`config.mk`:
```
export PLATFORM = sky130hd
export DESIGN_NAME = dma_write_engine
export DESIGN_NICKNAME = d
export VERILOG_FILES = /design/src/rtl/dma_write_engine_pkg.sv /design/src/rtl/dma_write_engine_hold.sv /design/src/rtl/dma_write_engine.sv
export SDC_FILE = /design/constraint.sdc
export NUM_CORES = 1
export LEC_CHECK = 0
export ABC_AREA = 0
export CAP_MARGIN = 20
export CORE_MARGIN = 1.5
export CORE_UTILIZATION = 50
export CTS_BUF_LIST = sky130_fd_sc_hd__clkbuf_2 sky130_fd_sc_hd__clkbuf_4 sky130_fd_sc_hd__clkbuf_8
export CTS_CLUSTER_DIAMETER = 80
export DETAILED_ROUTE_END_ITERATION = 8
export DONT_BUFFER_PORTS = 1
export SLEW_MARGIN = 10
export SYNTH_ARGS = -nofsm -noshare
export SYNTH_HDL_FRONTEND = slang
export SYNTH_SLANG_ARGS = --single-unit
```
`constraint.sdc`:
```
create_clock -name clk -period 2.05 [get_ports clk]
set_input_delay 0.41 -clock clk [delete_from_list [all_inputs] [get_ports clk]]
set_output_delay 0.41 -clock clk [all_outputs]
set_load 0.01 [all_outputs]
```
`src/rtl/dma_write_engine_pkg.sv`:
```
// -----------------------------------------------------------------------------
// dma_write_engine_pkg : shared widths, FSM encoding and helpers for the DMA engine
// Rev 1.0
// -----------------------------------------------------------------------------
`default_nettype none

package dma_write_engine_pkg;

    localparam int c_word_size = 16;
    localparam int c_line_size = 4;
    localparam int c_line_w    = c_word_size * c_line_size;

    typedef enum logic [2:0] {
        S_IDLE  = 3'd0,
        S_REQ   = 3'd1,
        S_FETCH = 3'd2,
        S_WRITE = 3'd3,
        S_DONE  = 3'd4
    } dma_state_t;

    // Line addresses wrap modulo 2^16, so FFFC is followed by 0000.
    function automatic logic [15:0] next_line_addr(input logic [15:0] addr);
        return addr + 16'(c_line_size);
    endfunction

endpackage

`default_nettype wire

```
`src/rtl/dma_write_engine_hold.sv`:
```
// -----------------------------------------------------------------------------
// dma_hold_timer : counts the cycles a line write is held and flags the last one
// Rev 1.0
// -----------------------------------------------------------------------------
`default_nettype none

module dma_hold_timer #(
    parameter int HOLD_CYCLES = 5
) (
    input  logic clk,
    input  logic reset_n,
    input  logic load,
    input  logic en,
    output logic last
);

    localparam int c_cnt_w = $clog2(HOLD_CYCLES + 1);

    logic [c_cnt_w-1:0] r_cnt;

    always_ff @(posedge clk) begin
        if (!reset_n) begin
            r_cnt <= '0;
        end else if (load) begin
            r_cnt <= c_cnt_w'(HOLD_CYCLES - 1);
        end else if (en && (r_cnt != '0)) begin
            r_cnt <= r_cnt - 1'b1;
        end
    end

    assign last = en && (r_cnt == '0);

endmodule

`default_nettype wire

```
`src/rtl/dma_write_engine.sv`:
```
// -----------------------------------------------------------------------------
// dma_write_engine : bus-mastering DMA that fetches device lines and writes them
// to memory as full-line writes held for the memory settle window. Rev 1.0
// -----------------------------------------------------------------------------
`default_nettype none

module dma_write_engine
    import dma_write_engine_pkg::*;
#(
    parameter int HOLD_CYCLES = 5,
    parameter int CNT_W       = 8
) (
    input  logic                clk,
    input  logic                reset_n,
    input  logic                cmd_valid,
    input  logic [15:0]         cmd_addr,
    input  logic [CNT_W-1:0]    cmd_lines,
    output logic                cmd_ready,
    input  logic                dev_valid,
    input  logic [c_line_w-1:0] dev_data,
    output logic                dev_ready,
    output logic                br,
    input  logic                bg,
    output logic                dma_writeM,
    output logic [15:0]         dma_address,
    output logic [c_line_w-1:0] dma_data,
    output logic                dma_irq
);

    dma_state_t          r_state;
    dma_state_t          w_next;
    logic [15:0]         r_cur_addr;
    logic [CNT_W-1:0]    r_remaining;
    logic [15:0]         r_address;
    logic [c_line_w-1:0] r_buffer;
    logic                w_capture;
    logic                w_hold_en;
    logic                w_last;

    assign w_hold_en = (r_state == S_WRITE);

    dma_hold_timer #(
        .HOLD_CYCLES (HOLD_CYCLES)
    ) u_hold_timer (
        .clk     (clk),
        .reset_n (reset_n),
        .load    (w_capture),
        .en      (w_hold_en),
        .last    (w_last)
    );

    always_ff @(posedge clk) begin
        if (!reset_n) begin
            r_state <= S_IDLE;
        end else begin
            r_state <= w_next;
        end
    end

    always_comb begin
        w_next     = r_state;
        cmd_ready  = 1'b0;
        br         = 1'b0;
        dev_ready  = 1'b0;
        dma_writeM = 1'b0;
        dma_irq    = 1'b0;
        w_capture  = 1'b0;
        case (r_state)
            S_IDLE: begin
                cmd_ready = 1'b1;
                if (cmd_valid) begin
                    w_next = (cmd_lines == '0) ? S_DONE : S_REQ;
                end
            end
            S_REQ: begin
                br = 1'b1;
                if (bg) begin
                    w_next = S_FETCH;
                end
            end
            S_FETCH: begin
                br = 1'b1;
                if (!bg) begin
                    w_next = S_REQ;
                end else if (dev_valid) begin
                    dev_ready = 1'b1;
                    w_capture = 1'b1;
                    w_next    = S_WRITE;
                end
            end
            S_WRITE: begin
                // The bus stays ours until the line completes; a grant drop is ignored here.
                br         = 1'b1;
                dma_writeM = 1'b1;
                if (w_last) begin
                    w_next = (r_remaining == CNT_W'(1)) ? S_DONE : S_FETCH;
                end
            end
            S_DONE: begin
                dma_irq = 1'b1;
                w_next  = S_IDLE;
            end
            default: begin
                w_next = S_IDLE;
            end
        endcase
    end

    always_ff @(posedge clk) begin
        if (!reset_n) begin
            r_cur_addr  <= '0;
            r_remaining <= '0;
            r_address   <= '0;
            r_buffer    <= '0;
        end else begin
            if ((r_state == S_IDLE) && cmd_valid) begin
                r_cur_addr  <= cmd_addr;
                r_remaining <= cmd_lines;
            end
            if (w_capture) begin
                r_address <= r_cur_addr;
                r_buffer  <= dev_data;
            end
            if (w_hold_en && w_last) begin
                r_cur_addr  <= next_line_addr(r_cur_addr);
                r_remaining <= r_remaining - 1'b1;
            end
        end
    end

    assign dma_address = r_address;
    assign dma_data    = r_buffer;

endmodule

`default_nettype wire

```
Yosys cells after proc, flatten, opt, wreduce, memory -nomap -nowiden
Index checks and enable logic that the tools add are counted.
{ "totals": {"word_cells": 54, "ff_bits": 110, "in_bits": 93} }
{ "classes": {"reduce_logical": 13, "bitwise": 1, "mux": 21, "eq_ne": 9, "addsub": 3} }
{ "op_table": {"columns": ["op", "count"], "rows": [
  ["two-way mux 16 bit", 2],
  ["two-way mux 3 bit", 9],
  ["adder 16 x 3 -> 16 bit, second input constant", 1],
  ["two-way mux 8 bit", 2],
  ["one-hot mux 3 bit (4 select lines)", 1],
  ["equality test 8 x 1 -> 1 bit, second input constant", 1],
  ["logical NOT 8 bit", 1],
  ["subtractor 8 x 1 -> 8 bit, second input constant", 1],
  ["two-way mux 1 bit", 7],
  ["equality test 3 x 2 -> 1 bit, second input constant", 2],
  ["logical NOT 3 bit", 2],
  ["!= test 2 bit, second input constant", 3],
  ["logical AND 1 bit", 4],
  ["AND reduction 4 bit", 1],
  ["nonzero test 2 bit", 2],
  ["equality test 3 x 1 -> 1 bit, second input constant", 1],
  ["equality test 3 bit, second input constant", 1],
  ["!= test 3 bit, second input constant", 1],
  ["nonzero test 3 bit", 1],
  ["OR reduction 3 bit", 1],
  ["subtractor 3 x 1 -> 3 bit, second input constant", 1],
  ["OR reduction 2 bit", 1],
  ["NOT 1 bit", 1]
]} }

Depth between registers and ports, before layout
Gate-level depths: netlist of the first run.
{ "logic_depth": {"word_depth": 4, "depth_mapped": 8, "depth_no_buf": 6} }

Modules after synthesis
A second synthesis of the first run with hierarchy kept.
{ "hier_totals": {"cells_unflattened": 562, "hier_area_um2": 4441.8} }
{ "modules_own_cells": {"columns": ["mod", "cells_each", "area_per_inst_um2", "instances"], "rows": [
  ["dma_write_engine", 545, 4276.6, 1],
  ["dma_hold_timer", 17, 165.2, 1]
]} }

Least setup slack after synthesis of the first run
OpenSTA, ideal clock, no wires.
{ "synth_timing": {"path_kind": "reg2reg", "start": "register u_hold_timer.r_cnt[0]", "end": "register r_cur_addr[12]", "t_arrival_ns": 1.602, "t_required_ns": 1.976, "path_slack_ns": 0.374, "setup_ns": 0.074, "n_path_buf": 1, "path_stages_with_launch": 8, "path_cell_list": "dfxtp_1 inv_1 ha_1 nor2b_1 buf_2 nand4_4 or4_1 a31oi_1"} }
{ "synth_between": {"elab_chain_cells": 4, "elab_cells_between_ends": 5} }
{ "synth_lines": {"columns": ["element", "line_no", "rtl"], "rows": [
  ["from (decl)", "dma_write_engine_hold.sv:19", "logic [c_cnt_w-1:0] r_cnt;"],
  ["from (signal assigned)", "dma_write_engine_hold.sv:25", "r_cnt <= c_cnt_w'(HOLD_CYCLES - 1);"],
  ["from (signal assigned)", "dma_write_engine_hold.sv:27", "r_cnt <= r_cnt - 1'b1;"],
  ["logical NOT 3 bit (*)", "dma_write_engine_hold.sv:31", "assign last = en && (r_cnt == '0);"],
  ["logical AND 1 bit (*)", "dma_write_engine_hold.sv:31", null],
  ["logical AND 1 bit (*)", "dma_write_engine.sv:124", "if (w_hold_en && w_last) begin"],
  ["two-way mux 16 bit / nonzero test 2 bit (equally long branches)", null, null],
  ["to (signal assigned)", "dma_write_engine.sv:117", "r_cur_addr <= cmd_addr;"],
  ["to (signal assigned)", "dma_write_engine.sv:125", "r_cur_addr <= next_line_addr(r_cur_addr);"],
  ["to (decl)", "dma_write_engine.sv:32", "logic [15:0] r_cur_addr;"]
]} }
Mark *: on every way between the ends. The rest lies on a longest branch, timed or not.
A chain may end at the register's enable or synchronous reset.

Worst setup path after layout of the first run
{ "layout_timing": {"start": "register r_state[2]", "end": "output port dma_writeM"} }
{ "layout_between": {"elab_chain_cells": 2} }
{ "layout_lines": {"columns": ["element", "line_no", "rtl"], "rows": [
  ["from (decl)", "dma_write_engine.sv:30", "dma_state_t r_state;"],
  ["from (signal assigned)", "dma_write_engine.sv:56", "r_state <= w_next;"],
  ["equality test 3 x 2 -> 1 bit", "dma_write_engine.sv:68", "case (r_state)"],
  ["two-way mux 1 bit", "dma_write_engine.sv:68", null],
  ["to (decl)", "dma_write_engine.sv:24", "output logic dma_writeM,"]
]} }
Every way passes these cells.

==> out/results.txt, run 1 <==
Outcome - finished clean
Share of cells above drive strength 1 - 8.15%
Syn Inst Count - 558
Leading cell types in the layout, fill and taps excluded - 189 x nand2_1, 109 x dfxtp_1, 98 x a21oi_1
Detailed Route Iter0 Violations - 180
Total of max-cap violations - 0
Synth cell types - 50
Number of synthesized flops with an enable pin - 0
Skew final - 0.0105 ns
Clk_lat worst skew - 0.36 ns
Total power draw - 4090 uW
Critical path class - reg2out
Die area - 0.00952 mm2
Pins Over Slew Limit - 0
RSZ-0062 raised after global routing - no
Sink Count - 110
ANT nets after route - 0
LEAKAGE - 0.00159 uW
First-pass GRT wire length - 17,200 um
Antenna Cells - 0
WL/cell - 16.1 um
Die H - 97.6 um
M1 GR Usage - 25.8%
Relative max-transition margin - 67.3%
Syn-to-layout area delta - 7.41%
Crit path time final - 1.90 ns
Commonest non-fill, non-tap cell in the layout - nand2_1
Vias per inst - 5.77
Gr ovfl total - 0
Pin count of the biggest net entering global routing - 81
Cts bufs inserted - 9
Hold Path Class - in2reg
DP Wirelength - 7390 um
Maximum VDD drop - 442 uV
Layout net count - 645
CP startpoint kind - flip-flop
PortBufs - 0
Prevailing post-synth register cell - dfxtp_1
Syn Std Cell Area - 0.00447 mm2
Max Clock Freq - 527 MHz
Routed WL - 10,600 um
Initial Utilization - 51.6%
FF+latch count, synth - 110
Critical Path AT - 1.49 ns
Die X - 97.6 um
Fillers - 835
Placeable Area - 0.00868 mm2
Grt met2 use - 36.5%
CTS tree - done
Vias in the first global route - 3,657
Worst EP required - 1.64 ns
GP Congestion - 0.819
TNS Setup - 0 ns
Syn_area_per_cell - 8.02 um2
Tot GR Track Use - 22.1%
Hold slack - 0.157 ns
H-tree depth - 3
Async SR Flop Fraction - 0%
Clk Tree Root Cell - clkbuf_8
Final Hold Fails - 0
Max Buffers Root-to-Sink - 2
Crit end category - output pin
Hold bufs inserted after CTS - 0
Syn Nets - 656
Cell row count - 34
Vias - 3,811
Gr busiest metal - met2
PwrDens - 850 mW/mm2
Post-synthesis sequential area ratio - 49.2%
Met3 usage - 8.99%
Worst-Margin Slew - 0.488 ns
DRC violation count after routing - 0
Setup Viol. Count Final - 0
Final cycle utilization of the critical path - 92.6%
Post-CTS Setup Repair Bufs - 0
Antenna violations before repair - 0
Ys Warns - 0
# IOs - 178
Detailed Routing Iterations Pass 1 - 4
Clock-pin slew on the worst setup and hold paths - 0.10 ns
Crit path max fanout - 10
synthesized netlist by cell type (2+ instances only):
cell | n | area [um2]
a22oi_1 | 2 | 15.0
nor2_1 | 9 | 33.8
inv_2 | 3 | 11.3
dfxtp_1 | 110 | 2200
o21ai_0 | 4 | 20.0
or3_1 | 6 | 37.5
ha_1 | 5 | 62.6
and3_1 | 2 | 12.5
a32oi_1 | 4 | 35.0
nand4_1 | 4 | 25.0
and2_1 | 4 | 25.0
a21oi_1 | 98 | 490
a2bb2oi_1 | 4 | 35.0
o21a_1 | 4 | 30.0
o211ai_1 | 5 | 37.5
buf_4 | 9 | 67.6
nand3_1 | 10 | 50.1
o311ai_0 | 3 | 26.3
nand2_1 | 189 | 709
nor4_1 | 2 | 12.5
nor2b_1 | 2 | 12.5
inv_1 | 5 | 18.8
clkbuf_1 | 19 | 71.3
buf_2 | 9 | 45.0
nor3_1 | 9 | 45.0
a31oi_1 | 12 | 75.1
nor4b_2 | 2 | 30.0
repair_timing:
item,CTS,global route
cloned,0,0
resized for setup,1,2
setup endpoints to repair,1,3
endpoints found under the hold margin,0,0
critical path, cell delays in order, from the launching register on:
cell      delay, ns
dfxtp_1        0.60
nand3b_4       0.26
inv_2          0.09
buf_4          0.18
layer usage:
metal | wire [um] | share of wire [%] | vias up
met5 | 0 | 0 | -
met4 | 152 | 1.4 | 0
met3 | 981 | 9.3 | 13
met2 | 5130 | 48 | 151
met1 | 4330 | 41 | 1762
li1 | - | - | 1885
worst paths after layout:
check / cells after the start / slack [ns] / from / to
setup / recovery: 3 / 0.15 / r_state[2] / dma_writeM
hold / removal: 1 / 0.16 / reset_n / u_hold_timer.r_cnt[2]
setup reg to reg: 6 / 0.25 / r_state[2] / r_remaining[5]
hold reg to reg: 2 / 0.46 / r_cur_addr[1] / r_cur_addr[1]
power by group:
part | switching [uW] | internal (uW) | total, uW
combinational | 289 | 190 | 479
sequential | 114 | 2230 | 2340
clock | 768 | 496 | 1260
stage by stage:
stage | worst slack [ns] | instance area [um2] | utilization (%) | cells
floorplan | 0.374 | 4470 | - | 558
global placement | 0.255 | 4610 | 53.1 | 644
detailed placement | 0.177 | 4610 | 53.1 | 644
CTS | 0.0511 | 4800 | 55.3 | 660
global route | 0.0352 | 4810 | 55.4 | 660
finish | 0.152 | 4810 | 55.4 | 660
flip-flops by register name (all words and copies together) (netlist names):
register            cells
r_cur_addr             16
u_hold_timer.r_cnt      3
r_state                 3
r_remaining             8
dma_data               64
dma_address            16
cell families after synthesis:
kind of cell / synth area share [%]
simple gates: 25.0
compound gates: 18.9
flops: 49.2
buf+inv: 4.78
fa+ha+maj: 1.40
mux: 0.475
xor+xnor: 0.196
layout make-up:
cell class                 count  area (um2)  area share, %
sequential                   110        2200           45.8
multi-input combinational    403        2080           43.3
timing repair buffer          15         163           3.38
clock buffer                  10         138           2.86
tap                          108         135           2.81
clock inverter                 6        52.6           1.09
inverter                       8        31.3          0.651
(Power assumes the default switching activity.)
==> run 2: changes to the inputs <==
Settings changed: CTS_BUF_LIST sky130_fd_sc_hd__clkbuf_2 sky130_fd_sc_hd__clkbuf_4 sky130_fd_sc_hd__clkbuf_8 to sky130_fd_sc_hd__clkbuf_4 sky130_fd_sc_hd__clkbuf_8.
==> results of run 2 <==
No change in the layout: final DEF, timing and power equal those of run 1.
==> run 3: changes to the inputs <==
Settings changed: CORE_ASPECT_RATIO set to 2, HOLD_SLACK_MARGIN set to 0.05, SKIP_LAST_GASP set to 1.
==> run 3 against run 2 <==
  * Wire length up 3.4%
  * Critical path depth is 2 higher
  * Sequential share of layout area fell by 0.33 points
  * Register-to-register slack got worse by 0.04 ns
  * Clock power up 3%
  * Critical endpoint is now dev_ready
==> out/results.txt, run 3 (synthesis gave the netlist of run 1 again) <==
Layout net count - 646 (+0.16%)
Hold Path Class - in2reg
Gr ovfl total - 0 (unchanged)
# IOs - 178 (unchanged)
Antenna violations before repair - 0 (unchanged)
Detailed Routing Iterations Pass 1 - 5 (+1)
Worst setup margin - 0.130 ns (-0.0223 ns)
Leading cell types in the layout, fill and taps excluded - 189 x nand2_1, 110 x dfxtp_1, 98 x a21oi_1
Die area - 0.00956 mm2 (+0.37%)
Relative max-transition margin - 68.1% (+0.75 points)
Setup Viol. Count Final - 0 (unchanged)
RSZ-0062 raised after global routing - no
Crit path time final - 1.92 ns (+0.0223 ns)
Detailed Route Iter0 Violations - 216 (+20%)
Post-CTS Setup Repair Bufs - 0 (unchanged)
Commonest non-fill, non-tap cell in the layout - nand2_1
Hold slack - 0.156 ns (-0.000983 ns)
Antenna Cells - 0 (unchanged)
Placeable Area - 0.00865 mm2 (-0.35%)
Final Hold Fails - 0 (unchanged)
ANT nets after route - 0 (unchanged)
H-tree depth - 3 (unchanged)
PortBufs - 0 (unchanged)
CP startpoint kind - flip-flop
Initial Utilization - 51.7% (+0.18 points)
Clk Tree Root Cell - clkbuf_8
GP Congestion - 0.791 (-3.5%)
DP Wirelength - 7470 um (+1.2%)
Syn-to-layout area delta - 8.14%
Vias - 3,791 (-0.52%)
Cell row count - 48 (+41%)
Worst path bufs/invs - 3 (+1)
Vias per inst - 5.81 (+0.70%)
Die X - 69.9 um (-28%)
Dpl ws - 0.237 ns (+0.0595 ns)
CP peak stage delay - 0.34 ns (-0.26 ns)
WL/cell - 16.8 um (+4.7%)
First-pass GRT wire length - 16,900 um (-1.7%)
Max Clock Freq - 521 MHz (-1.2%)
Skew final - 0.00894 ns (-0.00159 ns)
Cts bufs inserted - 9 (unchanged)
CTS tree - done
Outcome - finished clean
Met3 usage - 6.19% (-2.8 points)
Gr busiest metal - met2
Largest register FFs - 64 (unchanged)
Share of cells above drive strength 1 - 7.97% (-0.18 points)
Critical-path top delay cell - dfxtp_1
Grt met2 use - 39.7% (+3.1 points)
Util after Layout - 55.9% (+0.57 points)
PwrDens - 857 mW/mm2 (+0.78%)
Crit path max fanout - 22 (+12)
Clk_lat worst skew - 0.37 ns (about the same)
Kind of cell adding the most delay to the critical path - buffers and inverters
Sink Count - 110 (unchanged)
Worst EP required - 1.64 ns (about the same)
Maximum VDD drop - 547 uV (+24%)
Register area - 0.00220 mm2 (about the same)
Hold bufs inserted after CTS - 0 (unchanged)
Tot GR Track Use - 21.9% (-0.21 points)
Pins Over Slew Limit - 0 (unchanged)
Max Buffers Root-to-Sink - 2 (unchanged)
Pin count of the biggest net entering global routing - 81 (unchanged)
Final cycle utilization of the critical path - 93.7% (+1.1 points)
M1 GR Usage - 23.5% (-2.2 points)
Die H - 137 um (+40%)
Total of max-cap violations - 0 (unchanged)
Multi-input logic area - 0.00208 mm2 (unchanged)
Worst path cell trace - buf_4, nor2_4, nand4_4, inv_2, buf_12
Clock-pin slew on the worst setup and hold paths - 0.09 ns (about the same)
Reg2reg setup slack - 0.21 ns (-0.04 ns)
Fillers - 814 (-2.5%)
Vias in the first global route - 3,594 (-1.7%)
DRC violation count after routing - 0 (unchanged)
Critical path class - reg2out
LEAKAGE - 0.00159 uW (+0.49%)
Routed WL - 11,000 um (+3.4%)
TNS Setup - 0 ns (unchanged)
Critical Path AT - 1.51 ns (+0.02 ns)
Worst-Margin Slew - 0.475 ns (-0.0128 ns)
Crit end category - output pin
-- run 3: cell count changes in the layout (fill, tap and decap cells not counted) --
cell / before / now
dfxtp_2: 1 / 0
clkinvlp_4: 0 / 2
clkinv_2: 3 / 2
dfxtp_1: 109 / 110
bufinv_16: 0 / 1
inv_6: 3 / 1
buf_12: 4 / 5
clkinv_8: 1 / 0
clkbuf_16: 0 / 1
buf_4: 11 / 10
-- run 3: repair_timing --
item                       CTS  global route
cloned                       0             1
pin swaps                    0             0
setup endpoints to repair    1             1
resized for setup            1             1
-- run 3: final cells by class --
type / instances / share of cell area, %
flip-flops and latches: 110 / 45.5
clock inverters: 5 / 1.22
multi-input cells: 403 / 43.1
clock buffers: 10 / 2.84
repair buffers: 16 / 4.14
well taps: 100 / 2.59
inverters: 8 / 0.646
-- run 3: final timing paths --
kind                         start                     to  cells past startpoint
max                     r_state[0]              dev_ready                      5
max reg2reg  u_hold_timer.r_cnt[0]         r_cur_addr[12]                      7
min reg2reg          r_cur_addr[0]         dma_address[0]                      2
min                        reset_n  u_hold_timer.r_cnt[2]                      1
-- run 3: per-layer routing --
layer | up-vias | share of wire (%)
li1 | 1887 | -
met4 | 0 | 2.2
met1 | 1754 | 37
met2 | 136 | 53
met3 | 14 | 7.4
met5 | - | 0
-- run 3: worst register-to-register path: stages (launching register included) --
cell and delay (ns):
dfxtp_1 0.33, inv_1 0.08, ha_1 0.16, nor2b_1 0.16
buf_4 0.19, nand4_4 0.17, or4_1 0.53, a31oi_1 0.16
-- run 3: stage by stage --
| stage | area, um2 | cells | power, uW |
|---|---|---|---|
| after floorplan | 4470 | 558 | 2730 |
| after global placement | 4610 | 636 | 2880 |
| after detailed placement | 4610 | 636 | 2890 |
| after CTS | 4810 | 651 | 4180 |
| after global routing | 4840 | 652 | 4340 |
| final | 4840 | 652 | 4150 |
-- run 3: report_power, final --
part           total (uW)  internal, uW  switching, uW  leakage, uW
Clock                1300           594            709    0.0000948
Sequential           2330          2230            103     0.000891
Combinational         512           205            306     0.000609
Total                4150          3030           1120      0.00159
